$ cat src/rtl/draw_layer_scheduler.sv
// rtl/draw_layer_scheduler.sv - per-pixel draw layer arbiter with frame-synchronous config, blink and collision report
// Optional feature macro: COLLISION_DETECT_EN (sticky collision flags and end-of-frame report).
module draw_layer_scheduler #(
    parameter int         BLINK_FRAMES   = 16,
    parameter logic [7:0] RESET_PRIORITY = 8'b11_10_01_00
) (
    input  logic       clk,
    input  logic       resetN,
    input  logic       startOfFrame,
    input  logic [3:0] drawReq,
    input  logic       cfgWrite,
    input  logic [7:0] cfgPriority,
    input  logic [3:0] cfgBlinkMask,
    output logic       layerValid,
    output logic [1:0] layerSel,
    output logic       collisionPulse,
    output logic [3:0] collisionLayers
);

    localparam logic [7:0] LAST_FRAME = 8'(BLINK_FRAMES - 1);

    logic [7:0] pend_prio_q,   pend_prio_d;
    logic [3:0] pend_mask_q,   pend_mask_d;
    logic       pend_flag_q,   pend_flag_d;
    logic [7:0] act_prio_q,    act_prio_d;
    logic [3:0] act_mask_q,    act_mask_d;
    logic [7:0] frame_cnt_q,   frame_cnt_d;
    logic       blink_phase_q, blink_phase_d;
    logic       layer_valid_q, layer_valid_d;
    logic [1:0] layer_sel_q,   layer_sel_d;
    logic [3:0] eff_req;

    assign eff_req = drawReq & ~(act_mask_q & {4{blink_phase_q}});

    // Config staging and frame/blink bookkeeping; active config only moves at a frame boundary.
    always_comb begin
        pend_prio_d   = pend_prio_q;
        pend_mask_d   = pend_mask_q;
        pend_flag_d   = pend_flag_q;
        act_prio_d    = act_prio_q;
        act_mask_d    = act_mask_q;
        frame_cnt_d   = frame_cnt_q;
        blink_phase_d = blink_phase_q;

        if (cfgWrite) begin
            pend_prio_d = cfgPriority;
            pend_mask_d = cfgBlinkMask;
            pend_flag_d = 1'b1;
        end

        if (startOfFrame) begin
            if (cfgWrite) begin
                act_prio_d  = cfgPriority;
                act_mask_d  = cfgBlinkMask;
                pend_flag_d = 1'b0;
            end else if (pend_flag_q) begin
                act_prio_d  = pend_prio_q;
                act_mask_d  = pend_mask_q;
                pend_flag_d = 1'b0;
            end

            if (frame_cnt_q == LAST_FRAME) begin
                frame_cnt_d   = 8'd0;
                blink_phase_d = ~blink_phase_q;
            end else begin
                frame_cnt_d = frame_cnt_q + 8'd1;
            end
        end
    end

    // Slot 0 is scanned first, so the earliest matching slot wins.
    always_comb begin
        layer_valid_d = 1'b0;
        layer_sel_d   = 2'd0;
        for (int s = 0; s < 4; s++) begin
            if (!layer_valid_d && eff_req[act_prio_q[2*s +: 2]]) begin
                layer_valid_d = 1'b1;
                layer_sel_d   = act_prio_q[2*s +: 2];
            end
        end
    end

    always_ff @(posedge clk or negedge resetN) begin
        if (!resetN) begin
            pend_prio_q   <= RESET_PRIORITY;
            pend_mask_q   <= 4'd0;
            pend_flag_q   <= 1'b0;
            act_prio_q    <= RESET_PRIORITY;
            act_mask_q    <= 4'd0;
            frame_cnt_q   <= 8'd0;
            blink_phase_q <= 1'b0;
            layer_valid_q <= 1'b0;
            layer_sel_q   <= 2'd0;
        end else begin
            pend_prio_q   <= pend_prio_d;
            pend_mask_q   <= pend_mask_d;
            pend_flag_q   <= pend_flag_d;
            act_prio_q    <= act_prio_d;
            act_mask_q    <= act_mask_d;
            frame_cnt_q   <= frame_cnt_d;
            blink_phase_q <= blink_phase_d;
            layer_valid_q <= layer_valid_d;
            layer_sel_q   <= layer_sel_d;
        end
    end

    assign layerValid = layer_valid_q;
    assign layerSel   = layer_sel_q;

`ifdef COLLISION_DETECT_EN
    logic [3:0] coll_flags_q,  coll_flags_d;
    logic       coll_pulse_q,  coll_pulse_d;
    logic [3:0] coll_layers_q, coll_layers_d;
    logic [3:0] coll_seen;

    // x & (x-1) is nonzero exactly when two or more bits are set.
    assign coll_seen = ((eff_req & (eff_req - 4'd1)) != 4'd0) ? eff_req : 4'd0;

    always_comb begin
        coll_flags_d  = coll_flags_q | coll_seen;
        coll_pulse_d  = 1'b0;
        coll_layers_d = coll_layers_q;
        if (startOfFrame) begin
            if (coll_flags_d != 4'd0) begin
                coll_pulse_d  = 1'b1;
                coll_layers_d = coll_flags_d;
            end
            coll_flags_d = 4'd0;
        end
    end

    always_ff @(posedge clk or negedge resetN) begin
        if (!resetN) begin
            coll_flags_q  <= 4'd0;
            coll_pulse_q  <= 1'b0;
            coll_layers_q <= 4'd0;
        end else begin
            coll_flags_q  <= coll_flags_d;
            coll_pulse_q  <= coll_pulse_d;
            coll_layers_q <= coll_layers_d;
        end
    end

    assign collisionPulse  = coll_pulse_q;
    assign collisionLayers = coll_layers_q;
`else
    assign collisionPulse  = 1'b0;
    assign collisionLayers = 4'd0;
`endif

endmodule

$ cat config.mk
export PLATFORM = sky130hd
export DESIGN_NAME = draw_layer_scheduler
export DESIGN_NICKNAME = d
export VERILOG_FILES = /design/src/rtl/draw_layer_scheduler.sv
export SDC_FILE = /design/constraint.sdc
export NUM_CORES = 1
export LEC_CHECK = 0
export CAP_MARGIN = 20
export CORE_AREA = 2 2 72 53
export DETAILED_ROUTE_END_ITERATION = 10
export DIE_AREA = 0 0 74 55
export PLACE_DENSITY = 0.72
export SYNTH_ARGS = -nofsm -noshare
export SYNTH_HDL_FRONTEND = slang
export SYNTH_SLANG_ARGS = --single-unit
$ cat constraint.sdc
create_clock -name clk -period 2.15 [get_ports clk]
set_input_delay 0.215 -clock clk [delete_from_list [all_inputs] [get_ports clk]]
set_output_delay 0.215 -clock clk [all_outputs]
set_load 0.02 [all_outputs]
==> impl_metrics.csv <==
group,metric,value,unit
worst_setup_path,cp-end-kind,"flop",
detailed_routing,vias,1040,
clocking,h-tree-depth,2,
detailed_routing,initialDrtViolationCount,41,
placement,numPortBuffers,22,
grt,grt_antenna_before_repair,0,
timing,final.setup.tns,0,ns
timing,post-route-min-period,1.858,ns
timing,hold_violations,0,
synthesis,synth-async-reset-ratio,1.000,
layout,area_delta_synth_final,21.92,%
die,core_area,3401,sq um
clocking,clk_pin_slew_worst_paths,0.07,ns
placement,dp_hpwl,2116,um
job,cap_violations,0,
clocking,cts_tree,"done",
clocking,post_cts_resized,0,
layout,instances_no_fill,202,
clocking,cts_buffers,5,
synthesis,synth_warnings,0,
grt,grt_pass1_wl,4919,um
clocking,insertion_delay,0.29,ns
worst_setup_path,path_class,"reg2reg",
timing,max_freq,538.3,MHz
hold_path,hold_class,"in2async",
grt,busiest_layer,"met2",
die,dieWidth,74,um
layout,antenna_cells,0,
detailed_routing,wire_per_inst,14.67,um
synthesis,synth_area_leaders,"dfrtp_1, mux2_2, dfstp_2",
synthesis,synth-edff-count,0,
die,rows,18,
grt,grtUsageMet3,0.04891,
synthesis,synth-main-ff-cell,"dfrtp_1",
grt,grtUsageMet1,0.2209,
worst_setup_path,worstPathArrival,2.03,ns
synthesis,syn_area,1695,sq um
clocking,postCtsSetupBuffers,0,
layout,drive_above_1_share,0.3487,
synthesis,synth.avg_cell_area,13.78,sq um
synthesis,yosys_register_bits,37,
layout,final_core_util,0.6078,
status,run_status,"finished clean",
die,die_h,55,um
layout,final_nets,172,
detailed_routing,drt-pass1-iter-count,4,
clocking,cts.sinks,37,
detailed_routing,drt_wl_total,2964,um
clocking,cts_root_buf,"clkbuf_8",
worst_setup_path,required,2.32,ns
die,die-area,4070,sq um
detailed_routing,post-route-drc-count,0,
synthesis,ys_seq_area_frac,0.5520,
synthesis,syn_inst,123,
grt,grt_pass1_vias,1042,
layout,fillers,272,
pwr,ir_worst_vdd,0.0006495,V
grt,grt_max_degree,38,
timing,setup_viol,0,
detailed_routing,drtAntennaViolNets,0,
detailed_routing,via_per_inst,5.149,
die,ioPinCount,28,
clocking,cts_max_path_buffers,2,
timing,slew_violations,0,
timing,rsz0062_at_grt,"false",
grt,grt_overflow,0,
timing,fin_worst_skew,0.004738,ns
placement,dp_cells,194,
synthesis,synth_top_area_frac,0.4280,
worst_setup_path,critPathLaunchType,"flop",
worst_setup_path,worstPathMaxFanout,8,
synthesis,ys_types,26,
grt,grt_use_total,0.1716,
pwr,pwr_density_cell,1015,nW/um^2
placement,gp_congestion,0.7504,
clocking,cts_hold_buf,0,
synthesis,yosys.area.top_type,"dfrtp_1",
grt,met2_usage,0.2679,
timing,post-route-period-util,0.8641,
pwr,p_leak,0.8791,nW
die,start_util,0.4985,
-- logic make-up (layout without fill, tap and decap cells) --
logic type	count (synthesis)	after routing	synth area share
buf+inv	9	34	0.03173
mux	34	34	0.2539
other cells	1	5	0.002212
xor+xnor	8	8	0.04133
compound gates	8	8	0.03985
simple gates	25	25	0.07159
flops	37	37	0.5520
fa+ha+maj	1	1	0.007379
-- placed cells by master (no fill, tap or decap), drive strengths merged, types with 2 or more instances in the layout --
cell	count
a21bo	4
buf	3
clkbuf	7
clkdlybuf4s50	22
conb	5
dfrtp	29
dfstp	8
mux2	26
mux2i	4
mux4	4
nand2	5
nand3	2
nand4	4
nor2	11
xnor2	5
xor2	3
-- metrics by stage --
stage / cell area (sq um) / setup WS, ns / hold WS [ns] / total power [mW]
6_report: 2067 / 0.2923 / 0.3425 / 2.098
4_1_cts: 2067 / 0.3113 / 0.3536 / 2.122
3_3_place_gp: 1966 / 0.1074 / 0.4628 / 1.551
3_5_place_dp: 1966 / 0.06906 / 0.4610 / 1.587
2_1_floorplan: 1710 / 0.4384 / -0.08059 / 1.394
5_1_grt: 2067 / 0.2523 / 0.3690 / 2.224
-- cell type report --
| cell class | instances | area, sq um | area share |
|---|---|---|---|
| inverters | 1 | 3.754 | 0.001816 |
| clock inverters | 1 | 5.005 | 0.002421 |
| flip-flops and latches | 37 | 935.9 | 0.4528 |
| well taps | 50 | 62.56 | 0.03027 |
| multi-input cells | 81 | 720.7 | 0.3487 |
| clock buffers | 7 | 96.34 | 0.04661 |
| repair buffers | 25 | 242.7 | 0.1174 |
-- final timing paths --
check	startpoint	to	slack (ns)	cells past startpoint
max	blink_phase_q$_DFFE_PN0P_	layerSel[1]$_DFF_PN0_	0.29	4
min	resetN	act_mask_q[3]$_DFFE_PN0P_	0.34	2
max reg2reg	blink_phase_q$_DFFE_PN0P_	layerSel[1]$_DFF_PN0_	0.29	4
min reg2reg	frame_cnt_q[7]$_DFFE_PN0P_	frame_cnt_q[7]$_DFFE_PN0P_	0.48	1
max in group asynchronous	resetN	act_prio_q[5]$_DFFE_PN1P_	1.46	2
min in group clk	frame_cnt_q[7]$_DFFE_PN0P_	frame_cnt_q[7]$_DFFE_PN0P_	0.48	1
-- power breakdown --
group	total, mW	internal, mW	switching, mW
clock network	0.523	0.289	0.234
logic	0.560	0.317	0.243
registers	1.01	0.879	0.136
-- synthesized netlist by cell type, drive strengths merged, types with 2 or more instances --
cell and n:
nor2 11, mux2i 4, dfstp 8, xor2 3, buf 6, nand4 4
xnor2 5, nand2 5, dfrtp 29, mux2 26, a21bo 4, clkbuf 2
nand3 2, mux4 4
-- sequential cells by signal, indices dropped and copies added, names as in the netlist, 2 cells and up --
name	count
act_mask_q	4
act_prio_q	8
frame_cnt_q	8
layerSel	2
pend_mask_q	4
pend_prio_q	8
-- critical path, cell delays in order, from the launching register on --
cell	delay [ns]
dfrtp_1	0.45
a21bo_2	0.27
mux4_2	0.55
and4_4	0.20
a211o_1	0.27
-- routing by layer --
| metal | vias up | share of wire |
|---|---|---|
| li1 | 487 | - |
| met1 | 520 | 0.49 |
| met2 | 29 | 0.45 |
| met3 | 4 | 0.047 |
| met4 | 0 | 0.015 |
| met5 | - | 0 |
Power figures use the tool's default switching activity.
